File: config.mk
export PLATFORM = sky130hd
export DESIGN_NAME = exp_norm_arbiter_flat
export DESIGN_NICKNAME = d
export VERILOG_FILES = /design/src/rtl/exp_norm_arbiter_if.sv /design/src/rtl/exp_norm_arbiter.sv /design/src/flat_wrapper.sv
export SDC_FILE = /design/constraint.sdc
export NUM_CORES = 1
export LEC_CHECK = 0
export CORE_MARGIN = 1.5
export CORE_UTILIZATION = 58
export CTS_CLUSTER_DIAMETER = 30
export DETAILED_ROUTE_END_ITERATION = 8
export DONT_BUFFER_PORTS = 1
export GPL_TIMING_DRIVEN = 0
export PLACE_DENSITY = 0.82
export SYNTH_ARGS = -nofsm -noshare
export SYNTH_HDL_FRONTEND = slang
export SYNTH_SLANG_ARGS = --single-unit
File: constraint.sdc
create_clock -name clk -period 7.2 [get_ports clk]
set_input_delay 1.08 -clock clk [delete_from_list [all_inputs] [get_ports clk]]
set_output_delay 1.08 -clock clk [all_outputs]
set_load 0.05 [all_outputs]
File: src/rtl/exp_norm_arbiter_if.sv
// Bundle between the GEMM row-unit exponent extractors and the shared normalizer.
// It carries the requester side and the result side of the arbiter.
interface exp_norm_arbiter_if #(
  parameter int expWidth = 4,
  parameter int NUM_REQ  = 4,
  parameter int ID_W     = 2
);
  // Handshake: a transfer happens on a rising edge where valid && ready.
  // A source holds valid and its data stable until it sees ready.
  // Ready may depend on valid; valid never depends on ready.
  logic [NUM_REQ-1:0]            req_valid;
  logic [NUM_REQ-1:0]            req_ready;
  logic [NUM_REQ*expWidth*4-1:0] req_exp;
  logic                          out_valid;
  logic                          out_ready;
  logic [ID_W-1:0]               out_id;
  logic [expWidth-1:0]           max_exp;
  logic [expWidth*4-1:0]         exp_offset_num;

  modport master (
    output req_valid, req_exp, out_ready,
    input  req_ready, out_valid, out_id, max_exp, exp_offset_num
  );

  modport slave (
    input  req_valid, req_exp, out_ready,
    output req_ready, out_valid, out_id, max_exp, exp_offset_num
  );
endinterface

File: src/rtl/exp_norm_arbiter.sv
// Round-robin arbiter sharing one four-lane exponent normalizer between
// NUM_REQ row units, with a one-entry registered result stage.

module exp_normalizer #(
  parameter int expWidth = 4
) (
  input  logic [4*expWidth-1:0] exp_in,
  output logic [expWidth-1:0]   max_exp,
  output logic [4*expWidth-1:0] exp_offset_num
);
  logic [expWidth-1:0] max01;
  logic [expWidth-1:0] max23;

  always_comb begin
    max01 = (exp_in[0*expWidth +: expWidth] > exp_in[1*expWidth +: expWidth]) ?
            exp_in[0*expWidth +: expWidth] : exp_in[1*expWidth +: expWidth];
    max23 = (exp_in[2*expWidth +: expWidth] > exp_in[3*expWidth +: expWidth]) ?
            exp_in[2*expWidth +: expWidth] : exp_in[3*expWidth +: expWidth];
    max_exp = (max01 > max23) ? max01 : max23;
    exp_offset_num = '0;
    // max_exp dominates every lane, so the subtraction never wraps.
    for (int i = 0; i < 4; i++) begin
      exp_offset_num[i*expWidth +: expWidth] = max_exp - exp_in[i*expWidth +: expWidth];
    end
  end
endmodule

module exp_norm_arbiter #(
  parameter int expWidth = 4,
  parameter int NUM_REQ  = 4,
  parameter int ID_W     = 2
) (
  input  logic                clk,
  input  logic                rst,
  exp_norm_arbiter_if.slave   bus,
  output logic                dbg_state
);
  typedef enum logic {
    ST_EMPTY = 1'b0,
    ST_FULL  = 1'b1
  } state_e;

  state_e                state_q, state_d;
  logic [ID_W-1:0]       ptr_q, ptr_d;
  logic [ID_W-1:0]       out_id_q, out_id_d;
  logic [expWidth-1:0]   max_exp_q, max_exp_d;
  logic [4*expWidth-1:0] offset_q, offset_d;

  logic                  accept_en;
  logic                  grant_found;
  logic [ID_W-1:0]       grant_idx;
  logic [ID_W:0]         cand;
  logic [NUM_REQ-1:0]    req_ready_c;
  logic                  transfer;
  logic [4*expWidth-1:0] grp_exp;
  logic [expWidth-1:0]   norm_max;
  logic [4*expWidth-1:0] norm_offset;

  assign accept_en = (state_q == ST_EMPTY) || bus.out_ready;

  // Rotating priority scan starting at ptr_q; the first valid requester wins.
  always_comb begin
    grant_found = 1'b0;
    grant_idx   = '0;
    cand        = '0;
    for (int k = 0; k < NUM_REQ; k++) begin
      cand = {1'b0, ptr_q} + (ID_W+1)'(k);
      if (cand >= (ID_W+1)'(NUM_REQ)) begin
        cand = cand - (ID_W+1)'(NUM_REQ);
      end
      if (!grant_found && bus.req_valid[cand[ID_W-1:0]]) begin
        grant_found = 1'b1;
        grant_idx   = cand[ID_W-1:0];
      end
    end
  end

  assign transfer = !rst && accept_en && grant_found;

  always_comb begin
    req_ready_c = '0;
    if (transfer) begin
      req_ready_c[grant_idx] = 1'b1;
    end
  end

  always_comb begin
    grp_exp = '0;
    for (int i = 0; i < NUM_REQ; i++) begin
      if (grant_idx == ID_W'(i)) begin
        grp_exp = bus.req_exp[i*4*expWidth +: 4*expWidth];
      end
    end
  end

  exp_normalizer #(.expWidth(expWidth)) u_norm (
    .exp_in         (grp_exp),
    .max_exp        (norm_max),
    .exp_offset_num (norm_offset)
  );

  always_comb begin
    state_d   = state_q;
    ptr_d     = ptr_q;
    out_id_d  = out_id_q;
    max_exp_d = max_exp_q;
    offset_d  = offset_q;
    case (state_q)
      ST_EMPTY: begin
        if (transfer) state_d = ST_FULL;
      end
      ST_FULL: begin
        if (transfer)          state_d = ST_FULL;
        else if (bus.out_ready) state_d = ST_EMPTY;
      end
      default: state_d = ST_EMPTY;
    endcase
    if (transfer) begin
      ptr_d     = (grant_idx == ID_W'(NUM_REQ-1)) ? '0 : grant_idx + 1'b1;
      out_id_d  = grant_idx;
      max_exp_d = norm_max;
      offset_d  = norm_offset;
    end
  end

  always_ff @(posedge clk) begin
    if (rst) begin
      state_q   <= ST_EMPTY;
      ptr_q     <= '0;
      out_id_q  <= '0;
      max_exp_q <= '0;
      offset_q  <= '0;
    end else begin
      state_q   <= state_d;
      ptr_q     <= ptr_d;
      out_id_q  <= out_id_d;
      max_exp_q <= max_exp_d;
      offset_q  <= offset_d;
    end
  end

  assign bus.req_ready      = req_ready_c;
  assign bus.out_valid      = (state_q == ST_FULL);
  assign bus.out_id         = out_id_q;
  assign bus.max_exp        = max_exp_q;
  assign bus.exp_offset_num = offset_q;
  assign dbg_state          = state_q;

  a_ready_onehot0: assert property (@(posedge clk) $onehot0(req_ready_c));
  a_no_grant_when_blocked: assert property (@(posedge clk)
    (state_q == ST_FULL && !bus.out_ready) |-> (req_ready_c == '0));
endmodule

File: src/flat_wrapper.sv
// flat-port wrapper written by rule: the top's interface ports become plain ports
module exp_norm_arbiter_flat 
#(
  parameter int expWidth = 4,
  parameter int NUM_REQ  = 4,
  parameter int ID_W     = 2
)
  (clk, rst, dbg_state, bus_req_valid, bus_req_exp, bus_out_ready, bus_req_ready, bus_out_valid, bus_out_id, bus_max_exp, bus_exp_offset_num);
  exp_norm_arbiter_if #(.expWidth(expWidth), .NUM_REQ(NUM_REQ), .ID_W(ID_W)) bus_i ();
  input  logic clk;
  input  logic rst;
  output logic dbg_state;
  input wire logic [$bits(bus_i.req_valid)-1:0] bus_req_valid;
  input wire logic [$bits(bus_i.req_exp)-1:0] bus_req_exp;
  input wire logic [$bits(bus_i.out_ready)-1:0] bus_out_ready;
  output wire logic [$bits(bus_i.req_ready)-1:0] bus_req_ready;
  output wire logic [$bits(bus_i.out_valid)-1:0] bus_out_valid;
  output wire logic [$bits(bus_i.out_id)-1:0] bus_out_id;
  output wire logic [$bits(bus_i.max_exp)-1:0] bus_max_exp;
  output wire logic [$bits(bus_i.exp_offset_num)-1:0] bus_exp_offset_num;
  assign bus_i.req_valid = bus_req_valid;
  assign bus_i.req_exp = bus_req_exp;
  assign bus_i.out_ready = bus_out_ready;
  assign bus_req_ready = bus_i.req_ready;
  assign bus_out_valid = bus_i.out_valid;
  assign bus_out_id = bus_i.out_id;
  assign bus_max_exp = bus_i.max_exp;
  assign bus_exp_offset_num = bus_i.exp_offset_num;
  exp_norm_arbiter #(.expWidth(expWidth), .NUM_REQ(NUM_REQ), .ID_W(ID_W)) u_core (.clk(clk), .rst(rst), .bus(bus_i), .dbg_state(dbg_state));
endmodule
==> results.json, run 1 <==
{
  "clkTransAtPathRegs_ps": 80,
  "n_antenna_cell": 0,
  "ctsHtreeMaxLevel": 1,
  "synth_area_um2": 2450,
  "n_fill_cell": 357,
  "seq_area_um2": 500,
  "routabilityCongestion": 0.919,
  "synth_top_family_by_area": "compound AO/OA/AOI/OAI gates",
  "numCtsBuffers": 3,
  "clock-skew-final_ps": 2.88,
  "hold_buffers": 0,
  "synth-compound-area-share_pct": 28.5,
  "synth-seq-cells": 25,
  "synth_fa_ha_area_share_pct": 17.5,
  "min-delay-start": "u_core.ptr_q[0]",
  "fp.coreArea_um2": 4030,
  "ys.warnings.count": 0,
  "overflow": 0,
  "row_count": 23,
  "drc_errors": 0,
  "synth_edf_count": 0,
  "yosysMostFrequentCell": "inv_1",
  "cp_slowest_cell": "a2111oi_2",
  "worst_pin_slew_ps": 938,
  "slowest_delay_ps": 380,
  "cp-endpoint": "u_core.bus.exp_offset_num[7]",
  "groute.usage.overall_pct": 26.9,
  "drive_above_1_share_pct": 11.1,
  "die_w_um": 68.0,
  "syn_inst": 326,
  "cts_sinks": 25,
  "syn-num-nets": 429,
  "grt_pass1_vias": 2151,
  "drt-pass1-iter-count": 4,
  "synth_top_cell_by_area": "dfxtp_1",
  "routedWlPerCell_um": 16.3,
  "grt_pass1_wl_um": 9540,
  "startpoint": "bus_req_valid[3]",
  "die_h_um": 68.0,
  "synth_xor_area_share_pct": 2.50,
  "io_pins": 99,
  "vias": 2378,
  "drv_cap": 0,
  "multi_input_area_um2": 1750,
  "antenna_found_initial": 0,
  "fmaxAchievable_mhz": 147,
  "fin_hold_ws_ps": 546,
  "nets": 438,
  "timing.critical_path.mode_cell": "ha_1",
  "min-delay-path-class": "reg2reg",
  "cp-end-kind": "register",
  "via_per_inst": 6.19,
  "place_ws_ps": -607,
  "totalWireLength_um": 6280,
  "finalHoldViolCount": 0,
  "regToRegEndpoint": "u_core.bus.exp_offset_num[7]",
  "worstPathRequired_ps": 7410,
  "ys_seq_area_share_pct": 20.4,
  "gr-usage-met2_pct": 47.5,
  "synth_cell_types": 46,
  "clockBufferDepth": 2,
  "synth.area.top_cells": "dfxtp_1, ha_1, a21oi_1",
  "synthMuxAreaShare_pct": 4.74,
  "clock_latency_ps": 280,
  "netlist_top_cells_count": "inv_1, a21oi_1, ha_1",
  "r2r_cells": 32,
  "hpwl_um": 4980,
  "setup_tns_ps": 0,
  "relSlewSlack_pct": 37.3,
  "status": "completed",
  "yosys.area_share.simple_pct": 15.5,
  "grt_max_degree": 15,
  "critPathLaunchType": "input pin",
  "syn_avg_cell_area_um2": 7.53,
  "die_area_um2": 4630,
  "use_met3_pct": 3.45,
  "synth_flop_cell": "dfxtp_1",
  "timing.final.crit_period_ps": 6810,
  "synth_async_sr_flop_share_pct": 0,
  "drt_iter0_drc": 94,
  "clk_root_buffer_cell": "clkbuf_8",
  "path_max_fanout": 10,
  "reg2reg_slack_ps": 740,
  "busiest_layer": "met2",
  "initial_core_util_pct": 60.9,
  "ant_nets": 0,
  "area_delta_synth_final_pct": 8.36,
  "crit-reg2reg-launch": "u_core.ptr_q[1]",
  "worst_slack_ps": 385,
  "cts_tree": "built",
  "setup_viol": 0,
  "met1_usage_pct": 33.5,
  "yosysTopAreaCellShare_pct": 20.4,
  "io_buffers": 0,
  "path_class": "in2reg",
  "min_period_over_period_pct": 94.6,
  "cp.arrival_ps": 7020,
  "maxSlewViolCount": 0
}
## what timing repair did
action                                  in CTS  in global routing
endpoints found under the setup margin       4                  8
buffers inserted                             0                  4
gates resized for setup                      5                 10
endpoints found under the hold margin        0                  0
pin swaps                                    0                  1
## cells in the final DEF, fill, tap and decap left out, drive strengths merged, types with 9 or more instances in the layout
| cell | count |
|---|---|
| nand3 | 15 |
| buf | 17 |
| nor2 | 14 |
| a211oi | 10 |
| mux2i | 9 |
| o21ai | 26 |
| ha | 28 |
| nand2 | 24 |
| inv | 41 |
| a22oi | 13 |
| a21oi | 33 |
| clkbuf | 12 |
| dfxtp | 25 |
## worst min path at each step
| stage | endpoint | cells after the start |
|---|---|---|
| finish | u_core.ptr_q[0] | 2 |
| floorplan | u_core.ptr_q[0] | 2 |
| global placement | u_core.ptr_q[0] | 2 |
| detailed placement | u_core.ptr_q[0] | 2 |
| global route | u_core.ptr_q[0] | 2 |
| CTS | u_core.ptr_q[0] | 2 |
## state kept, by name, summed over array words and instances, names as in the netlist
signal,flops
u_core.bus.exp_offset_num,16
u_core.bus.max_exp,4
u_core.bus.out_id,2
u_core.ptr_q,2
u_core.bus.out_valid,1
## per-stage QoR
step / util [%] / std cells / cell area (um^2)
2_1_floorplan: - / 326 / 2450
4_1_cts: 64.3 / 380 / 2590
5_1_grt: 66.0 / 384 / 2660
3_5_place_dp: 62.5 / 376 / 2520
6_report: 66.0 / 384 / 2660
3_3_place_gp: 62.5 / 376 / 2520
## critical path: cells and delay by family
family                     cells  cell delay, ps
muxes                          2             500
and+or+nand+nor                6            1100
buffers and inverters          8             980
AOI/OAI and AO/OA             12            2260
adders and majority gates      4            1110
## logic make-up after synthesis
group / count (synthesis)
XOR/XNOR: 7
buffers and inverters: 63
flip-flops: 25
multiplexers: 11
AO/OA/AOI/OAI: 110
adder cells (fa/ha/maj): 32
AND/OR/NAND/NOR: 78
## metal layers
metal / up-vias / wire [um]
met5: - / 0
met4: 0 / 101
met3: 9 / 513
met2: 113 / 3000
met1: 1091 / 2660
li1: 1165 / -
## area by class of cell
cell class / count / area share [%]
Inverter: 41 / 5.79
Multi-Input combinational cell: 238 / 65.9
Tap cell: 50 / 2.35
Buffer: 22 / 4.28
Sequential cell: 25 / 18.8
Timing Repair Buffer: 4 / 1.13
Clock buffer: 3 / 1.55
Clock inverter: 1 / 0.188
Power of run 1 is left out: the tool's default activity adds up to more than one toggle a clock period on the data nets, which glitch-free logic cannot reach.
==> run 2: changes to the inputs <==
Settings changed: GPL_TIMING_DRIVEN 0 to unset.
==> run 2 against run 1 <==
- die area is the same
- wire length fell by 8.9%
- first-iteration DRC count grew 46%
- clock-buffer cell count increased by 1
==> results.json, run 2 (synthesis gave the netlist of run 1 again) <==
{
  "status": "completed",
  "die_area_um2": 4630,
  "finalHoldViolCount": 0,
  "cp-end-kind": "register",
  "clock_latency_ps": 270,
  "path_max_fanout": 17,
  "area_delta_synth_final_pct": 3.21,
  "drive_above_1_share_pct": 6.94,
  "fmaxAchievable_mhz": 149,
  "cp_slowest_cell": "or2_2",
  "antenna_found_initial": 0,
  "vias": 2241,
  "clock-skew-final_ps": 1.75,
  "rsz0062_at_grt": "no",
  "clockBufferDepth": 2,
  "cp.arrival_ps": 6860,
  "drv_cap": 0,
  "ant_nets": 0,
  "totalWireLength_um": 5720,
  "drt-pass1-iter-count": 4,
  "worstPathRequired_ps": 7350,
  "via_per_inst": 6.11,
  "critPathLaunchType": "input pin",
  "cts_sinks": 25,
  "row_count": 23,
  "slowest_delay_ps": 400,
  "relSlewSlack_pct": 36.6,
  "ctsHtreeMaxLevel": 1,
  "n_fill_cell": 376,
  "nets": 421,
  "grt_pass1_wl_um": 9090,
  "worst_pin_slew_ps": 949,
  "clkTransAtPathRegs_ps": 80,
  "largest_register_ff_count": 16,
  "setup_tns_ps": 0,
  "setup_viol": 0,
  "routabilityCongestion": 0.936,
  "initial_core_util_pct": 60.9,
  "min-delay-path-class": "reg2reg",
  "grt_pass1_vias": 2030,
  "drc_errors": 0,
  "n_antenna_cell": 0,
  "io_pins": 99,
  "io_buffers": 0,
  "overflow": 0,
  "timing.final.crit_period_ps": 6700,
  "groute.usage.overall_pct": 25.5,
  "die_h_um": 68.0,
  "hold_buffers": 0,
  "min_period_over_period_pct": 93.1,
  "maxSlewViolCount": 0,
  "clk_root_buffer_cell": "clkbuf_8",
  "grt_max_degree": 30,
  "numCtsBuffers": 3,
  "die_w_um": 68.0,
  "hpwl_um": 4710,
  "path_class": "in2reg",
  "cts_tree": "built",
  "routedWlPerCell_um": 15.6,
  "drt_iter0_drc": 137,
  "fp.coreArea_um2": 4030,
  "mostFrequentLayoutCell": "inv_1",
  "mostFrequentLayoutCells": "inv_1, a21oi_1, ha_1"
}
[run 2: layout make-up]
type                            count  area, um^2  share of cell area [%]
Inverter                           41         154                    6.08
Clock buffer                        4        45.0                    1.78
Sequential cell                    25         500                    19.8
Timing Repair Buffer                9        67.6                    2.67
Multi-Input combinational cell    238        1700                    67.2
Tap cell                           50        62.6                    2.47
[run 2: worst paths after layout]
check	from	to	slack (ps)	cells after the start
hold / removal	u_core.ptr_q[0]	u_core.ptr_q[0]	540	2
hold reg to reg	u_core.ptr_q[0]	u_core.ptr_q[0]	540	2
setup / recovery	bus_req_valid[3]	u_core.bus.exp_offset_num[7]	500	29
setup reg to reg	u_core.ptr_q[1]	u_core.bus.exp_offset_num[7]	870	29
[run 2: timing repair]
action                                 CTS  global route
endpoints found under the hold margin    0             0
setup endpoints to repair                0             5
resized for setup                        0             3
buffers inserted                         0             0
[run 2: routing by layer]
metal  share of wire [%]  GRT usage, %  wire length (um)  up-vias
met3                 7.1          4.28               406        6
met1                  46          33.4              2620     1019
li1                    -             -                 -     1131
met4                 1.3          8.75                72        0
met2                  46          42.4              2620       85
met5                   0             0                 0        -
[run 2: worst max-delay path, delay by kind of cell]
family          cells  cell delay [ps]
mux                 2              470
buf+inv             5              620
compound gates     13             2270
simple gates        5             1140
fa+ha+maj           4             1280
[run 2: stage by stage]
step / cells / setup slack (ps) / utilization (%) / instance area, um^2 / hold WS, ps
global route: 367 / 7.56 / 62.9 / 2530 / 594
detailed placement: 363 / 87.5 / 61.5 / 2480 / 522
CTS: 367 / 355 / 62.6 / 2520 / 536
finish: 367 / 496 / 62.9 / 2530 / 543
floorplan: 326 / 387 / - / 2450 / 484
global placement: 363 / 227 / 61.5 / 2480 / 502
Power of run 2 is left out for the same reason.
==> run 3: changes to the inputs <==
Settings changed: CORE_MARGIN 1.5 to 4.
==> run 3 against run 2 <==
- clock-buffer cell count fell by 1
- cell count rose by 0.27%
- die area rose by 15%
- global-route usage fell by 1.2 points
- hold slack got worse by 8.5 ps
- critical path depth fell by 1
- utilization fell by 0.14 points
- register-to-register slack got worse by 190 ps
- critical endpoint unchanged
- largest cell class unchanged
==> results.json, run 3 (synthesis gave the netlist of run 1 again) <==
{
  "startpoint": "bus_req_valid[3]",
  "cp.arrival_ps": 7070,
  "maxSlewViolCount": 0,
  "ant_nets": 0,
  "largest_register_ff_count": 16,
  "routedWlPerCell_um": 17.7,
  "cts_tree": "built",
  "row_count": 23,
  "clk_root_buffer_cell": "clkbuf_8",
  "ctsHtreeMaxLevel": 1,
  "status": "completed",
  "grt_pass1_vias": 2239,
  "clockBufferDepth": 2,
  "drt_iter0_drc": 114,
  "die_h_um": 73.0,
  "fmaxAchievable_mhz": 145,
  "area_delta_synth_final_pct": 3.72,
  "cp_slowest_cell": "a22oi_1",
  "grt_pass1_wl_um": 10300,
  "routabilityCongestion": 0.854,
  "path_buf_inv": 4,
  "initial_core_util_pct": 60.5,
  "critPathLaunchType": "input pin",
  "totalWireLength_um": 6520,
  "regToRegEndpoint": "u_core.bus.exp_offset_num[7]",
  "drive_above_1_share_pct": 7.55,
  "io_pins": 99,
  "clkTransAtPathRegs_ps": 90,
  "cp_top_family": "compound AO/OA/AOI/OAI gates",
  "fp.coreArea_um2": 4060,
  "relSlewSlack_pct": 36.6,
  "min_period_over_period_pct": 95.6,
  "min-delay-start": "u_core.ptr_q[0]",
  "antenna_found_initial": 0,
  "finalHoldViolCount": 0,
  "cp-end-kind": "register",
  "clock_latency_ps": 280,
  "grt_max_degree": 30,
  "mostFrequentLayoutCells": "inv_1, a21oi_1, ha_1",
  "reg2reg_slack_ps": 680,
  "path_class": "in2reg",
  "cts_sinks": 25,
  "drc_errors": 0,
  "n_antenna_cell": 0,
  "via_per_inst": 6.29,
  "nets": 422,
  "min-delay-path-class": "reg2reg",
  "timing.final.crit_period_ps": 6880,
  "numCtsBuffers": 3,
  "r2r_cells": 28,
  "slowest_delay_ps": 420,
  "setup_viol": 0,
  "crit-reg2reg-launch": "u_core.ptr_q[1]",
  "hpwl_um": 5300,
  "groute.usage.overall_pct": 24.3,
  "n_fill_cell": 367,
  "vias": 2313,
  "fin_util_pct": 62.7,
  "whs_path_depth": 2,
  "io_buffers": 0,
  "die_w_um": 73.0,
  "worstPathRequired_ps": 7390,
  "overflow": 0,
  "cts_setup_buffers": 0,
  "path_max_fanout": 13,
  "drv_cap": 0,
  "drt-pass1-iter-count": 5,
  "mostFrequentLayoutCell": "inv_1",
  "hold_buffers": 0,
  "worst_pin_slew_ps": 949,
  "die_area_um2": 5330,
  "clock-skew-final_ps": 3.60,
  "whs_endpoint": "u_core.ptr_q[0]"
}
run 3: cell count changes in the layout (fill, tap and decap cells not counted):
cell / delta
mux2i_1: +1
buf_4: +1
o21ai_1: +1
a22oi_2: +1
o21ai_0: -1
mux2i_2: -1
clkbuf_1: -1
a22oi_1: -1
clkinvlp_4: +1
run 3: stage by stage:
step | hold slack (ps) | setup WS, ps | setup TNS (ps) | instance area [um^2] | std cells
5_1_grt | 576 | -0.756 | -0.756 | 2540 | 368
3_5_place_dp | 510 | -12.1 | -12.1 | 2480 | 364
6_report | 535 | 318 | 0 | 2540 | 368
3_3_place_gp | 508 | 184 | 0 | 2480 | 364
2_1_floorplan | 484 | 387 | 0 | 2450 | 326
4_1_cts | 526 | 254 | 0 | 2530 | 368
run 3: routing by layer:
layer / wire length [um] / GRT usage (%) / vias up
met4: 121 / 8.20 / 0
met3: 598 / 6.47 / 13
met2: 3050 / 40.3 / 114
met1: 2750 / 30.3 / 1053
li1: - / - / 1133
met5: 0 / 0 / -
run 3: worst max-delay path by stage:
stage / slack [ps] / cells after the start / end
floorplan: 390 / 33 / u_core.bus.exp_offset_num[7]
finish: 320 / 28 / u_core.bus.exp_offset_num[7]
CTS: 250 / 28 / u_core.bus.exp_offset_num[3]
global placement: 180 / 28 / u_core.bus.exp_offset_num[3]
detailed placement: -10 / 28 / u_core.bus.exp_offset_num[3]
global route: -0.8 / 27 / u_core.bus.exp_offset_num[7]
run 3: layout make-up:
type | count | area, um^2 | area share (%)
Clock buffer | 3 | 41.3 | 1.62
Clock inverter | 1 | 7.51 | 0.295
Inverter | 41 | 154 | 6.05
Multi-Input combinational cell | 238 | 1700 | 67.0
Sequential cell | 25 | 500 | 19.7
Tap cell | 50 | 62.6 | 2.46
Timing Repair Buffer | 10 | 75.1 | 2.95
run 3: worst min-delay path, delay by kind of cell, from the launching register on:
family                 cells  cell delay (ps)
flip-flops                 1              330
buffers and inverters      1               90
AO/OA/AOI/OAI              1               80
run 3: repair_timing:
action | in CTS | in global routing
endpoints found under the setup margin | 0 | 5
endpoints found under the hold margin | 0 | 0
gates resized for setup | 0 | 4
Power of run 3 is left out for the same reason.
